===== config.mk =====
export PLATFORM = sky130hd
export DESIGN_NAME = nec_stack_sequencer
export DESIGN_NICKNAME = d
export VERILOG_FILES = /design/src/rtl/nec_stack_sequencer.sv
export SDC_FILE = /design/constraint.sdc
export NUM_CORES = 1
export LEC_CHECK = 0
export ABC_AREA = 0
export CAP_MARGIN = 25
export CORE_MARGIN = 2
export CORE_UTILIZATION = 45
export CTS_CLUSTER_SIZE = 28
export DETAILED_ROUTE_END_ITERATION = 16
export PLACE_DENSITY = 0.89
export SYNTH_ARGS = -nofsm -noshare
export SYNTH_HDL_FRONTEND = slang
export SYNTH_SLANG_ARGS = --single-unit

===== constraint.sdc =====
create_clock -name clk_i -period 2.95 [get_ports clk_i]
set_clock_uncertainty 0.2 [all_clocks]
set_input_delay 0.59 -clock clk_i [delete_from_list [all_inputs] [get_ports clk_i]]
set_output_delay 0.59 -clock clk_i [all_outputs]
set_load 0.01 [all_outputs]

===== src/rtl/nec_stack_sequencer.sv =====
// Stack sequencer: walks the push/pop masks of a decoded instruction and issues
// one word-sized SS-relative bus transfer per selected register, tracking SP.
module nec_stack_sequencer (
  input  logic        clk_i,
  input  logic        reset_n_i,
  input  logic        start_i,
  input  logic [15:0] push_mask_i,
  input  logic [15:0] pop_mask_i,
  input  logic [15:0] sp_in_i,
  output logic        busy_o,
  output logic [3:0]  reg_sel_o,
  input  logic [15:0] reg_wdata_i,
  output logic        bus_req_o,
  output logic        bus_we_o,
  output logic [15:0] bus_addr_o,
  output logic [15:0] bus_wdata_o,
  input  logic        bus_ack_i,
  input  logic [15:0] bus_rdata_i,
  output logic        wb_valid_o,
  output logic [3:0]  wb_sel_o,
  output logic [15:0] wb_data_o,
  output logic [15:0] sp_out_o,
  output logic        sp_we_o,
  output logic        done_o
);

  typedef enum logic [1:0] {IDLE, PUSH, POP, FINISH} state_e;

  localparam logic [3:0]  BIT_SP   = 4'd4;
  localparam logic [3:0]  BIT_SKIP = 4'd5;
  localparam logic [15:0] SKIP_M   = 16'h0020;

  state_e      state_q, state_d;
  logic [15:0] push_q, push_d, pop_q, pop_d;
  logic [15:0] sp_q, sp_d, sp_start_q, sp_start_d;
  logic        wb_valid_q, wb_valid_d;
  logic [3:0]  wb_sel_q, wb_sel_d;
  logic [15:0] wb_data_q, wb_data_d;

  function automatic logic [3:0] lowest(input logic [15:0] m);
    lowest = '0;
    for (int i = 15; i >= 0; i--) if (m[i]) lowest = 4'(i);
  endfunction

  function automatic logic [3:0] highest(input logic [15:0] m);
    highest = '0;
    for (int i = 0; i < 16; i++) if (m[i]) highest = 4'(i);
  endfunction

  logic        in_push, in_pop, xfer;
  logic [3:0]  push_idx, pop_idx;
  logic [15:0] push_rem, pop_rem;

  assign in_push  = (state_q == PUSH);
  assign in_pop   = (state_q == POP);
  assign push_idx = lowest(push_q);
  assign pop_idx  = highest(pop_q);
  assign push_rem = push_q & ~(16'b1 << push_idx);
  assign pop_rem  = pop_q & ~(16'b1 << pop_idx);
  assign xfer     = bus_req_o & bus_ack_i;

  // Request fields decode from state that only moves on ack, so they hold while waiting.
  assign bus_req_o   = in_push | in_pop;
  assign bus_we_o    = in_push;
  assign reg_sel_o   = in_push ? push_idx : (in_pop ? pop_idx : 4'd0);
  assign bus_addr_o  = in_push ? sp_q - 16'd2 : (in_pop ? sp_q : 16'd0);
  assign bus_wdata_o = !in_push ? 16'd0 : (push_idx == BIT_SP ? sp_start_q : reg_wdata_i);
  assign busy_o      = (state_q != IDLE);
  assign done_o      = (state_q == FINISH);
  assign sp_we_o     = (state_q == FINISH);
  assign sp_out_o    = (state_q == FINISH) ? sp_q : 16'd0;
  assign wb_valid_o  = wb_valid_q;
  assign wb_sel_o    = wb_sel_q;
  assign wb_data_o   = wb_data_q;

  always_comb begin
    state_d    = state_q;
    push_d     = push_q;
    pop_d      = pop_q;
    sp_d       = sp_q;
    sp_start_d = sp_start_q;
    wb_valid_d = 1'b0;
    wb_sel_d   = wb_sel_q;
    wb_data_d  = wb_data_q;
    case (state_q)
      IDLE: if (start_i) begin
        push_d     = push_mask_i & ~SKIP_M;
        pop_d      = pop_mask_i;
        sp_d       = sp_in_i;
        sp_start_d = sp_in_i;
        if (|(push_mask_i & ~SKIP_M)) state_d = PUSH;
        else if (|pop_mask_i)         state_d = POP;
        else                          state_d = FINISH;
      end
      PUSH: if (xfer) begin
        sp_d   = sp_q - 16'd2;
        push_d = push_rem;
        if (push_rem == '0) state_d = (|pop_q) ? POP : FINISH;
      end
      POP: if (xfer) begin
        // A popped SP overrides the increment; later pops address from it.
        sp_d       = (pop_idx == BIT_SP) ? bus_rdata_i : sp_q + 16'd2;
        pop_d      = pop_rem;
        wb_sel_d   = pop_idx;
        wb_data_d  = bus_rdata_i;
        wb_valid_d = (pop_idx != BIT_SP) && (pop_idx != BIT_SKIP);
        if (pop_rem == '0) state_d = FINISH;
      end
      default: state_d = IDLE;
    endcase
  end

  always_ff @(posedge clk_i or negedge reset_n_i) begin
    if (!reset_n_i) begin
      state_q    <= IDLE;
      push_q     <= '0;
      pop_q      <= '0;
      sp_q       <= '0;
      sp_start_q <= '0;
      wb_valid_q <= 1'b0;
      wb_sel_q   <= '0;
      wb_data_q  <= '0;
    end else begin
      state_q    <= state_d;
      push_q     <= push_d;
      pop_q      <= pop_d;
      sp_q       <= sp_d;
      sp_start_q <= sp_start_d;
      wb_valid_q <= wb_valid_d;
      wb_sel_q   <= wb_sel_d;
      wb_data_q  <= wb_data_d;
    end
  end

endmodule


[Word-level counts from Yosys, hierarchy flattened]
Cells that the tools add are included.
Storage, ports and cells
  flip-flop bits (word level): 87
  bits of input ports: 84
  word-level logic and storage cells: 107
Cells by class
  $add $sub $neg: 2
  eq/ne operators: 12
  shift-type cells: 2
  muxes and demuxes: 60
  bitwise gates (word level): 6
  reductions and logical operators: 17
Operator list (number)
  $mux W16: 13
  $mux W4: 32
  $pmux W16 S2: 2
  $pmux W16 S3: 1
  $and A16 B16 Y16: 2
  $logic_not A16 Y1: 2
  $not A16 Y16: 2
  $reduce_or A16 Y1: 2
  $shl A1 B4 Y16 const A: 2
  $add A16 B2 Y16 const B: 1
  $sub A16 B2 Y16 const B: 1
  $reduce_or A15 Y1: 1
  $mux W2: 6
  $eq A4 B3 Y1 const B: 2
  $ne A2 B1 Y1 const B: 4
  $ne A4 B3 Y1 const B: 2
  $pmux W2 S3: 1
  $reduce_and A3 Y1: 2
  $reduce_bool A2 Y1: 3
  $mux W1: 5
  $reduce_and A5 Y1: 1
  $eq A2 B2 Y1 const B: 2
  $reduce_and A2 Y1: 2
  $reduce_and A4 Y1: 1
  7 further kinds: 7

[Depth between registers and ports, before layout]
  depth after elaboration: 23
  gate-level depth with buffers: 11
  gate-level depth less buffers: 10

[Worst setup path after synthesis]
OpenSTA, ideal clock, no wires.
  kind: reg2out
  from: register push_q[1]
  to: output port bus_wdata_o[10]
  arrival: 2.356 ns
  required time: 2.160 ns
  path slack: -0.196 ns
  stages on the path, launching flop included: 9
  path buffers: 2
  cells stage by stage: dfrtp_1 buf_2 nor4_1 nand2b_1 o21bai_1 nor2_1 buf_2 mux2i_1 nor2_1
On the way
  longest elaborated chain between the ends: 5
RTL lines
  start: declaration: RTL line 34  | logic [15:0] push_q, push_d, pop_q, pop_d;
  start signal: assignment: RTL line 125  | push_q <= push_d;
  $mux W4 (2 in series): RTL line 42  | for (int i = 15; i >= 0; i--) if (m[i]) lowest = 4'(i);
  $eq A4 B3 Y1: RTL line 67  | assign bus_wdata_o = !in_push ? 16'd0 : (push_idx == BIT_SP ? sp_start_q : reg_wdata_i);
  $mux W16 (2 in series): RTL line 67
  end: declaration: RTL line 16  | output logic [15:0] bus_wdata_o,
No other way between the ends.

[Final worst setup path]
  from: register sp_q[2]
  to: output port bus_addr_o[9]
On the way
  longest elaborated chain between the ends: 2
RTL lines
  start: declaration: RTL line 35  | logic [15:0] sp_q, sp_d, sp_start_q, sp_start_d;
  start signal: assignment: RTL line 127  | sp_q <= sp_d;
  $sub A16 B2 Y16: RTL line 66  | assign bus_addr_o = in_push ? sp_q - 16'd2 : (in_pop ? sp_q : 16'd0);
  $mux W16: RTL line 66
  end: declaration: RTL line 15  | output logic [15:0] bus_addr_o,
No other way between the ends.

==> out/results.tsv <==
metric	value	unit
status	finished, violations left	
violations	setup timing	
syn_area	0.00599	sq mm
ir_drop	0.000642	V
vias	7006	
p_leak	4.26	nW
yosys_warnings	0	
hold_violations	0	
power.density	1250	mW/mm^2
nets	1085	
grt_pass1_wl	35100	um
grt_pass1_vias	6775	
relSlewSlack	61.4	%
fmax	300	MHz
drv_slew	0	
seq_area_frac_synth	36.3	%
area_growth	60.7	%
die_h	119	um
gr-total-overflow	0	
cp_max_fo	3	
maxCapViolations	0	
cts.sinks	87	
regArea	0.00218	sq mm
required	2.16	ns
dieWidth	119	um
start_kind	register	
grt_start_max_net_pins	50	
dr_wl_met2	11000	um
synth_cell_types	68	
met3_length	2030	um
drc_errors	0	
port_buffers	160	
pin_count	162	
grt_usage	31.2	%
r2r_slack	-0.22	ns
die-area	0.0143	sq mm
cts_root_buffer	clkbuf_16	
synth_seq_cells	87	
fin_tns_setup	-6.51	ns
ys.flop_type	dfrtp_1	
rsz0062_at_grt	yes	
dr.pass1.iters	5	
synth.largest_area_cell	dfrtp_1	
multiInputGateArea	0.00396	sq mm
highest_layer	met4	
period_share	113	%
yosys-top-cells-area	dfrtp_1, mux2_2, o21ai_0	
dp_hpwl	15800	um
via_per_inst	5.96	
cp.arrival	2.54	ns
period_minus_slack	3.33	ns
core-area	0.0131	sq mm
routedWlPerCell	19.7	um
hold_path.class	register to register	
numCtsBuffers	9	
synthArstFlopShare	100	%
cts_buffer_depth	2	
tightest_slew	0.573	ns
setup_viol	30	
end_kind	output pin	
setup_ws	-0.379	ns
fillers	929	
syn_nets	793	
worstSetupPathType	register to output pin	
num_rows	42	
met1_length	9190	um
cts_tree	done	
fin_area	0.00963	sq mm
yosysTopAreaCellShare	36.3	%
routed_wl	23200	um
path_clk_slew	0.07	ns
synth_area_per_cell	8.53	sq um
place_area	0.00860	sq mm
clk_latency	0.36	ns
drive_gt1_share	33.6	%
gp_congestion	0.990	
drt_iter0_drc	688	
postRouteAntennaNets	0	
antenna_found_initial	0	
htreeDepth	3	
syn_inst	703	
start_util	45.6	%
n_antenna_cell	0	
synth-edff-count	0	
-- cell families after synthesis --
family / share of synthesized area, %
xor gates and xnor gates: 3.36
AOI/OAI and AO/OA: 22.3
DFF: 36.3
buffers and inverters: 4.68
and+or+nand+nor: 21.0
adders and majority gates: 1.42
muxes: 11.0
-- report_power, final --
group,total (W),internal [W],switching (W)
clock,0.00122,0.000673,0.000544
combinational,0.00842,0.00408,0.00434
sequential,0.00236,0.00181,0.000555
-- through the flow --
| stage | hold WS [ns] | power [W] | util (%) | setup slack [ns] | instances |
|---|---|---|---|---|---|
| floorplan | 0.0944 | 0.00612 | - | 0.00396 | 703 |
| global placement | 0.221 | 0.00931 | 65.4 | -0.297 | 1115 |
| detailed placement | 0.220 | 0.00944 | 65.4 | -0.367 | 1115 |
| CTS | 0.297 | 0.0112 | 70.5 | -0.417 | 1158 |
| global route | 0.317 | 0.0126 | 73.3 | -0.455 | 1176 |
| finish | 0.285 | 0.0120 | 73.3 | -0.379 | 1176 |
-- area by class of cell --
type	count	share of cell area [%]
repair buffers	332	29.9
flip-flops and latches	87	22.7
inverters	21	0.819
clock buffers	10	2.38
multi-input cells	544	41.1
clock inverters	6	0.793
well taps	176	2.29
-- worst max-delay path: stages, from the launching register on --
cell and delay, ns:
dfrtp_1 0.40, inv_2 0.09, ha_4 0.13, or3b_4 0.38, or4_4 0.48, buf_4 0.16, nor2_2 0.09, xor2_1 0.16
nand2_1 0.10, nand2_1 0.07, buf_2 0.12
-- sequential cells by signal, indices dropped and copies added (netlist names) --
register and cells:
pop_q 16, push_q 16, sp_q 16, sp_start_q 16, wb_data_o 16, wb_sel_o 4
state_q 2, wb_valid_o 1
-- path summary, 6_finish.rpt --
kind,startpoint,to,cells after the start
setup / recovery,sp_q[2],bus_addr_o[9],10
hold / removal,wb_sel_o[3],wb_sel_o[3],2
setup reg to reg,push_q[5],state_q[0],10
hold reg to reg,wb_sel_o[3],wb_sel_o[3],2
max in group asynchronous,reset_n_i,push_q[5],3
min in group asynchronous,reset_n_i,pop_q[10],2
-- placed cells by master, fill, tap and decap left out, drive strengths merged, types with 5 or more instances in the layout --
cell           count
a211oi            10
a21o              18
a21oi             20
a22o              19
and2              20
buf              204
clkbuf            11
clkdlybuf4s50    124
dfrtp             87
ha                 6
inv               24
mux2              40
mux2i             21
nand2             78
nand2b             7
nand3             10
nand4              6
nor2              73
nor3              13
nor4              27
o211ai            11
o21ai             65
or3                5
or4                5
xnor2             10
xor2              13
-- what timing repair did --
action | in CTS | in global routing
cloned | 1 | 0
hold buffers | 1 | 0
pin swaps | 23 | 37
endpoints found under the hold margin | 7 | 0
resized for setup | 201 | 58
setup buffers | 26 | 29
setup endpoints to repair | 53 | 43
-- synth_stat cells (all sizes together) (4+ instances only) --
cell type	instances
or3	5
or2	4
mux2i	21
nand2	78
nand3	10
dfrtp	87
nor3	13
inv	21
a22o	19
mux2	40
xor2	13
o31ai	4
a221o	4
a211oi	10
nor4	27
clkbuf	40
nand2b	7
nor2	73
and2	20
or4	5
buf	11
nand4	6
o211ai	11
ha	6
a21oi	20
xnor2	10
a21o	18
o21ai	65
-- metal layers --
metal,up-vias,track usage [%]
met4,0,13.0
met1,3346,40.1
met5,-,0
met3,98,6.51
li1,3140,-
met2,422,51.1
Power figures use the tool's default switching activity.
==> RTL change 1: new RTL, same flow settings <==
Encoding of `state_e`: now one-hot (4 bits for 4 states).
--- a/src/rtl/nec_stack_sequencer.sv
+++ b/src/rtl/nec_stack_sequencer.sv
@@ -24,7 +24,7 @@
   output logic        done_o
 );
 
-  typedef enum logic [1:0] {IDLE, PUSH, POP, FINISH} state_e;
+  typedef enum logic [3:0] {IDLE = 4'b0001, PUSH = 4'b0010, POP = 4'b0100, FINISH = 4'b1000} state_e;
 
   localparam logic [3:0]  BIT_SP   = 4'd4;
   localparam logic [3:0]  BIT_SKIP = 4'd5;
Function: same outputs for any inputs over 4 cycles, from zero or initial values and one cycle with reset_n_i low; so few cycles prove little.
==> RTL change 1 against the unedited design <==
- design area fell by 3.3%
- via count grew 1.4%
- power decreased by 17%
- clock power hardly changed
- sequential cell count is 2 higher
- worst setup slack improved by 0.13 ns
- synthesized area up 0.92%
- wire length up 0.68%
- the flow still finishes with violations (negative setup slack)
==> RTL change 1: results (changes against the unedited design) <==
Outcome
  – Status: finished, violations left (unchanged)
  – Failing checks: negative setup slack (unchanged)

Finish
  – Final #Nets: 1,095 (was 1,085)
  – Share of cells above drive strength 1: 29.4% (was 33.6%)

Power
  – Maximum vdd drop: 440 uV (was 642 uV)
  – P_leak: 4.19 nW (was 4.26 nW)

Detailed routing
  – Drt total wl: 23,300 um (was 23,200 um)
  – Via density: 5.97 (was 5.96)
  – Vias post-DR: 7,105 (was 7,006)
  – 1st-iter DRT viols: 674 (was 688)

Yosys
  – Sequential share of the synthesized area: 36.8% (was 36.3%)
  – Post-synth cell types: 78 (was 68)
  – Main synth FF type: dfrtp_1 (unchanged)
  – Synth area leaders: dfrtp_1 (36%), nand2_1 (7.4%), o21ai_0 (5.5%) (was dfrtp_1 (36%), mux2_2 (7.1%), o21ai_0 (5.3%))
  – Post-Syn Nets: 827 (was 793)
  – Top post-synthesis cells by count: nand2_1 (119), dfrtp_1 (88), o21ai_0 (67) (was dfrtp_1 (87), nand2_1 (78), nor2_1 (73))

STA
  – Setup TNS: -4.14 ns (was -6.51 ns)
  – Final setup fails: 25 (was 30)
  – Relative slew slack: 62.4% (was 61.4%)
  – Setup ws final: -0.245 ns (was -0.379 ns)

Setup path
  – Max FO, Critical Path: 5 (was 3)
  – Arr. time, crit path: 2.40 ns (was 2.54 ns)

Placement
  – DP Area: 8650 um2 (was 8600 um2)
  – Final HPWL DP: 16,000 um (was 15,800 um)
  – Gpl congestion: 0.971 (was 0.990)
  – Placed cells: 1,151 (was 1,115)
  – Pre-CTS setup slack: -0.233 ns (was -0.367 ns)

GRT
  – Vias in the first global route: 6,909 (was 6,775)
  – First-pass GRT wire length: 36,200 um (was 35,100 um)
  – Tot GR Track Use: 32.0% (was 31.2%)
  – Largest net degree at the start of global routing: 68 (was 50)

CTS
  – CTS clock-pin slew for the worst setup and hold paths: 0.07 ns (about the same)
  – Max H-tree Level: 3 (unchanged)
-- RTL change 1: cell types whose count changed after synthesis, moves of 5 or more --
cell,delta
o31ai_1,+6
and3_1,+6
inv_1,-5
a21o_1,-12
a21oi_1,+12
nor4b_1,+5
a22o_1,+13
nor2_1,-7
o211ai_1,-9
nor4_1,-9
nand2_1,+41
a31oi_1,+5
nand3_1,+7
mux2_2,-22
-- RTL change 1: power by group --
part	total (mW)	switching, mW	leakage, nW	internal (mW)
Sequential	2.34	0.555	1.10	1.79
Clock	1.22	0.538	0.146	0.687
Combinational	6.36	3.33	2.94	3.03
Total	9.93	4.43	4.19	5.50
-- RTL change 1: path summary, 6_finish.rpt --
kind | start | end | slack (ns) | depth (start not counted)
hold / removal | sp_start_q[0]$_DFFE_PN0P_ | sp_start_q[0]$_DFFE_PN0P_ | 0.29 | 2
hold reg to reg | sp_start_q[0]$_DFFE_PN0P_ | sp_start_q[0]$_DFFE_PN0P_ | 0.29 | 2
setup / recovery | push_q[8]$_DFFE_PN0P_ | bus_wdata_o[15] | -0.24 | 8
setup reg to reg | push_q[8]$_DFFE_PN0P_ | state_q[3]$_DFFE_PN0P_ | -0.10 | 12
min in group asynchronous | reset_n_i | wb_data_o[5]$_DFFE_PN0P_ | 0.47 | 2
max in group asynchronous | reset_n_i | state_q[0]$_DFFE_PN1P_ | 1.38 | 3
-- RTL change 1: what timing repair did --
item	in CTS	in global routing
cloned	4	0
gates resized for setup	169	82
hold buffers	1	0
setup buffers	12	9
hold endpoints to repair	22	0
setup endpoints to repair	58	52
pin swaps	12	23
-- RTL change 1: cell type report --
cell class | count | area, um2
clock inverter | 5 | 63.8
inverter | 18 | 70.1
tap | 176 | 220
clock buffer | 11 | 243
fill | 999 | 3880
timing repair buffer | 316 | 2720
sequential | 89 | 2230
multi-input combinational | 575 | 3760
-- RTL change 1: metal layers --
layer | share of wire (%) | vias to the layer above | global-route usage [%]
met5 | 0 | - | 0
met4 | 3.4 | 0 | 12.8
met3 | 8.3 | 65 | 7.46
met2 | 49 | 397 | 52.4
met1 | 39 | 3405 | 40.7
li1 | - | 3238 | -
-- RTL change 1: cell families after synthesis --
kind of cell / synth area share [%]
buffers and inverters: 5.71
multiplexers: 5.79
flip-flops: 36.8
XOR/XNOR: 2.17
adder cells (fa/ha/maj): 0.579
AO/OA/AOI/OAI: 24.1
AND/OR/NAND/NOR: 24.8
-- RTL change 1: worst max-delay path, stage by stage, from the launching register on --
cell      delay, ns
dfrtp_1        0.42
or3b_4         0.41
a311oi_2       0.27
a31o_2         0.16
o211a_4        0.22
buf_12         0.15
mux2i_1        0.20
nor2_1         0.06
buf_2          0.15
==> RTL change 2: new RTL, config.mk and constraints unchanged <==
Without the edit above. `push_q`, `sp_q` and `wb_data_q` no longer have a reset.
--- a/src/rtl/nec_stack_sequencer.sv
+++ b/src/rtl/nec_stack_sequencer.sv
@@ -113,23 +113,23 @@
   always_ff @(posedge clk_i or negedge reset_n_i) begin
     if (!reset_n_i) begin
       state_q    <= IDLE;
-      push_q     <= '0;
       pop_q      <= '0;
-      sp_q       <= '0;
       sp_start_q <= '0;
       wb_valid_q <= 1'b0;
       wb_sel_q   <= '0;
-      wb_data_q  <= '0;
     end else begin
       state_q    <= state_d;
-      push_q     <= push_d;
       pop_q      <= pop_d;
-      sp_q       <= sp_d;
       sp_start_q <= sp_start_d;
       wb_valid_q <= wb_valid_d;
       wb_sel_q   <= wb_sel_d;
-      wb_data_q  <= wb_data_d;
     end
+  end
+
+  always_ff @(posedge clk_i) begin
+    push_q    <= push_d;
+    sp_q      <= sp_d;
+    wb_data_q <= wb_data_d;
   end
 
 endmodule
Check against the original RTL: differs if reset_n_i is asserted again (counterexample within 4 cycles, from zero or initial values and one cycle with reset_n_i low); with reset_n_i held inactive, the same outputs for 4 cycles.
==> RTL change 2 against the unedited design <==
- the flow still finishes with violations (negative setup slack)
- critical path depth is 1 lower
- sequential cell count did not move
- synthesized cell count fell by 7.4%
- die area down 2.7%
- power down 11%
- design area decreased by 6.5%
- synthesized area is 2.8% lower
- worst setup slack better by 0.15 ns
- wire length fell by 7.4%
- utilization down 1.9 points
- first-iteration DRC count increased by 14%
- worst hold slack lost 0.13 ns
- critical path type unchanged
- largest cell class unchanged
- largest power group unchanged
==> RTL change 2: results (changes against the unedited design) <==
Worst hold path
  – Hold crit path type: input port to asynchronous set/reset pin (was flip-flop to flip-flop)

Power
  – P_seq: 2.58 mW (was 2.36 mW)
  – Combinational logic power: 6.88 mW (was 8.42 mW)
  – Sw Ratio: 45.3% (about the same)
  – Combinational fraction of design power: 64.7% (was 70.2%)
  – P_leak: 3.76 nW (was 4.26 nW)
  – Maximum vdd drop: 475 uV (was 642 uV)

STA
  – Setup ws final: -0.231 ns (was -0.379 ns)
  – Final setup fails: 25 (was 30)
  – Setup TNS: -3.28 ns (was -6.51 ns)
  – Slew @ Worst Pin: 0.901 ns (was 0.573 ns)

Placement
  – Gpl congestion: 0.934 (was 0.990)
  – Final HPWL DP: 14,200 um (was 15,800 um)
  – IO Port Bufs: 160 (unchanged)

Outcome
  – Failing checks: negative setup slack (unchanged)
  – Status: finished, violations left (unchanged)

Detailed routing
  – 1st-iter DRT viols: 787 (was 688)
  – Wire length per cell: 20.0 um (was 19.7 um)
  – Via density: 5.93 (was 5.96)

CTS
  – CTS Buf Count: 9 (unchanged)
  – CTS root buf: clkbuf_16 (unchanged)

Yosys
  – Synth area leaders: edfxtp_1 (25%), dfrtp_1 (17%), nor2_1 (5.5%) (was dfrtp_1 (36%), mux2_2 (7.1%), o21ai_0 (5.3%))
  – Sequential share of the synthesized area: 41.5% (was 36.3%)
  – Post-synth cell types: 79 (was 68)
  – EDFF count, synth: 48 (was 0)
  – Main synth FF type: edfxtp_1 (was dfrtp_1)
  – Top post-synthesis cells by count: nor2_1 (86), nand2_1 (72), edfxtp_1 (48) (was dfrtp_1 (87), nand2_1 (78), nor2_1 (73))
  – Post-synth ARST share: 44.8% (was 100%)
  – Post-Syn Nets: 741 (was 793)

Setup path
  – Reg2Reg Setup Slack: 0 ns (was -0.22 ns)
  – Max FO, Critical Path: 6 (was 3)
  – Arr. time, crit path: 2.39 ns (was 2.54 ns)

GRT
  – First-pass GRT wire length: 32,200 um (was 35,100 um)
  – Tot GR Track Use: 29.4% (was 31.2%)
  – Vias in the first global route: 6,049 (was 6,775)
  – Largest net degree at the start of global routing: 40 (was 50)

Finish
  – # fillers: 893 (was 929)
  – Share of cells above drive strength 1: 29.3% (was 33.6%)
  – Final #Nets: 988 (was 1,085)
-- RTL change 2: cell count changes after synthesis, sizes merged, moves of 5 or more --
cell	before	now
nor3	13	7
o21ai	65	40
nor2	73	90
mux2	40	22
a22o	19	10
dfrtp	87	39
nor4	27	15
edfxtp	0	48
a211oi	10	3
a21oi	20	47
a21o	18	7
mux2i	21	16
clkbuf	40	35
-- RTL change 2: logic make-up (layout without fill, tap and decap cells) --
logic type / after synthesis / in the layout / share of synthesized area, %
DFF: 87 / 87 / 41.5
xor gates and xnor gates: 25 / 25 / 3.76
adders and majority gates: 7 / 7 / 1.46
AOI/OAI and AO/OA: 170 / 170 / 19.7
muxes: 38 / 38 / 7.00
buffers and inverters: 70 / 322 / 5.02
and+or+nand+nor: 254 / 254 / 21.6
-- RTL change 2: cell type report --
type	count	area, um2	share of cell area (%)
Multi-Input combinational cell	494	3500	38.8
Tap cell	172	215	2.39
Clock buffer	11	254	2.82
Inverter	25	96.3	1.07
Clock inverter	5	43.8	0.486
Timing Repair Buffer	281	2490	27.6
Sequential cell	87	2420	26.8
-- RTL change 2: path summary, 6_finish.rpt --
path | start | end | depth (start not counted)
max in group asynchronous | reset_n_i | sp_start_q[7]$_DFFE_PN0P_ | 1
worst min register to register | wb_sel_o[2]$_DFFE_PN0P_ | wb_sel_o[2]$_DFFE_PN0P_ | 2
worst min-delay path | reset_n_i | pop_q[5]$_DFFE_PN0P_ | 1
min in group clk_i | wb_sel_o[2]$_DFFE_PN0P_ | wb_sel_o[2]$_DFFE_PN0P_ | 2
worst max-delay path | push_q[7]$_DFFE_PP_ | reg_sel_o[1] | 9
worst max register to register | push_q[7]$_DFFE_PP_ | state_q[1]$_DFFE_PN0P_ | 11
-- RTL change 2: worst max-delay path, cell delays in order, from the launching register on --
cell and delay (ns):
edfxtp_1 0.45, buf_4 0.20, nor2_2 0.16, o311a_4 0.24, nor2_4 0.04, buf_4 0.14
buf_4 0.15, o311ai_2 0.24, nand2_1 0.15, clkdlybuf4s15_1 0.25
-- RTL change 2: through the flow --
stage               hold slack (ns)  setup slack, ns  cell area [um2]  util, %  instances
finish                        0.156           -0.231             9010     71.4       1075
global route                  0.215           -0.280             9010     71.4       1075
CTS                           0.180           -0.202             8710     69.0       1063
detailed placement            0.271           -0.201             8170     64.7       1031
global placement              0.258           -0.146             8170     64.7       1031
floorplan                    0.0944            0.124             5830        -        651
-- RTL change 2: layer usage --
layer,track usage [%],vias to the layer above,share of wire (%)
li1,-,2856,-
met4,12.6,0,4.5
met5,0,-,0
met1,39.0,2996,40
met2,47.0,439,46
met3,5.62,87,9.5
-- RTL change 2: timing repair --
item,4_1_cts,5_1_grt
cloned,1,0
setup buffers,15,15
gates resized for setup,158,63
setup endpoints to repair,50,33
pin swaps,24,37
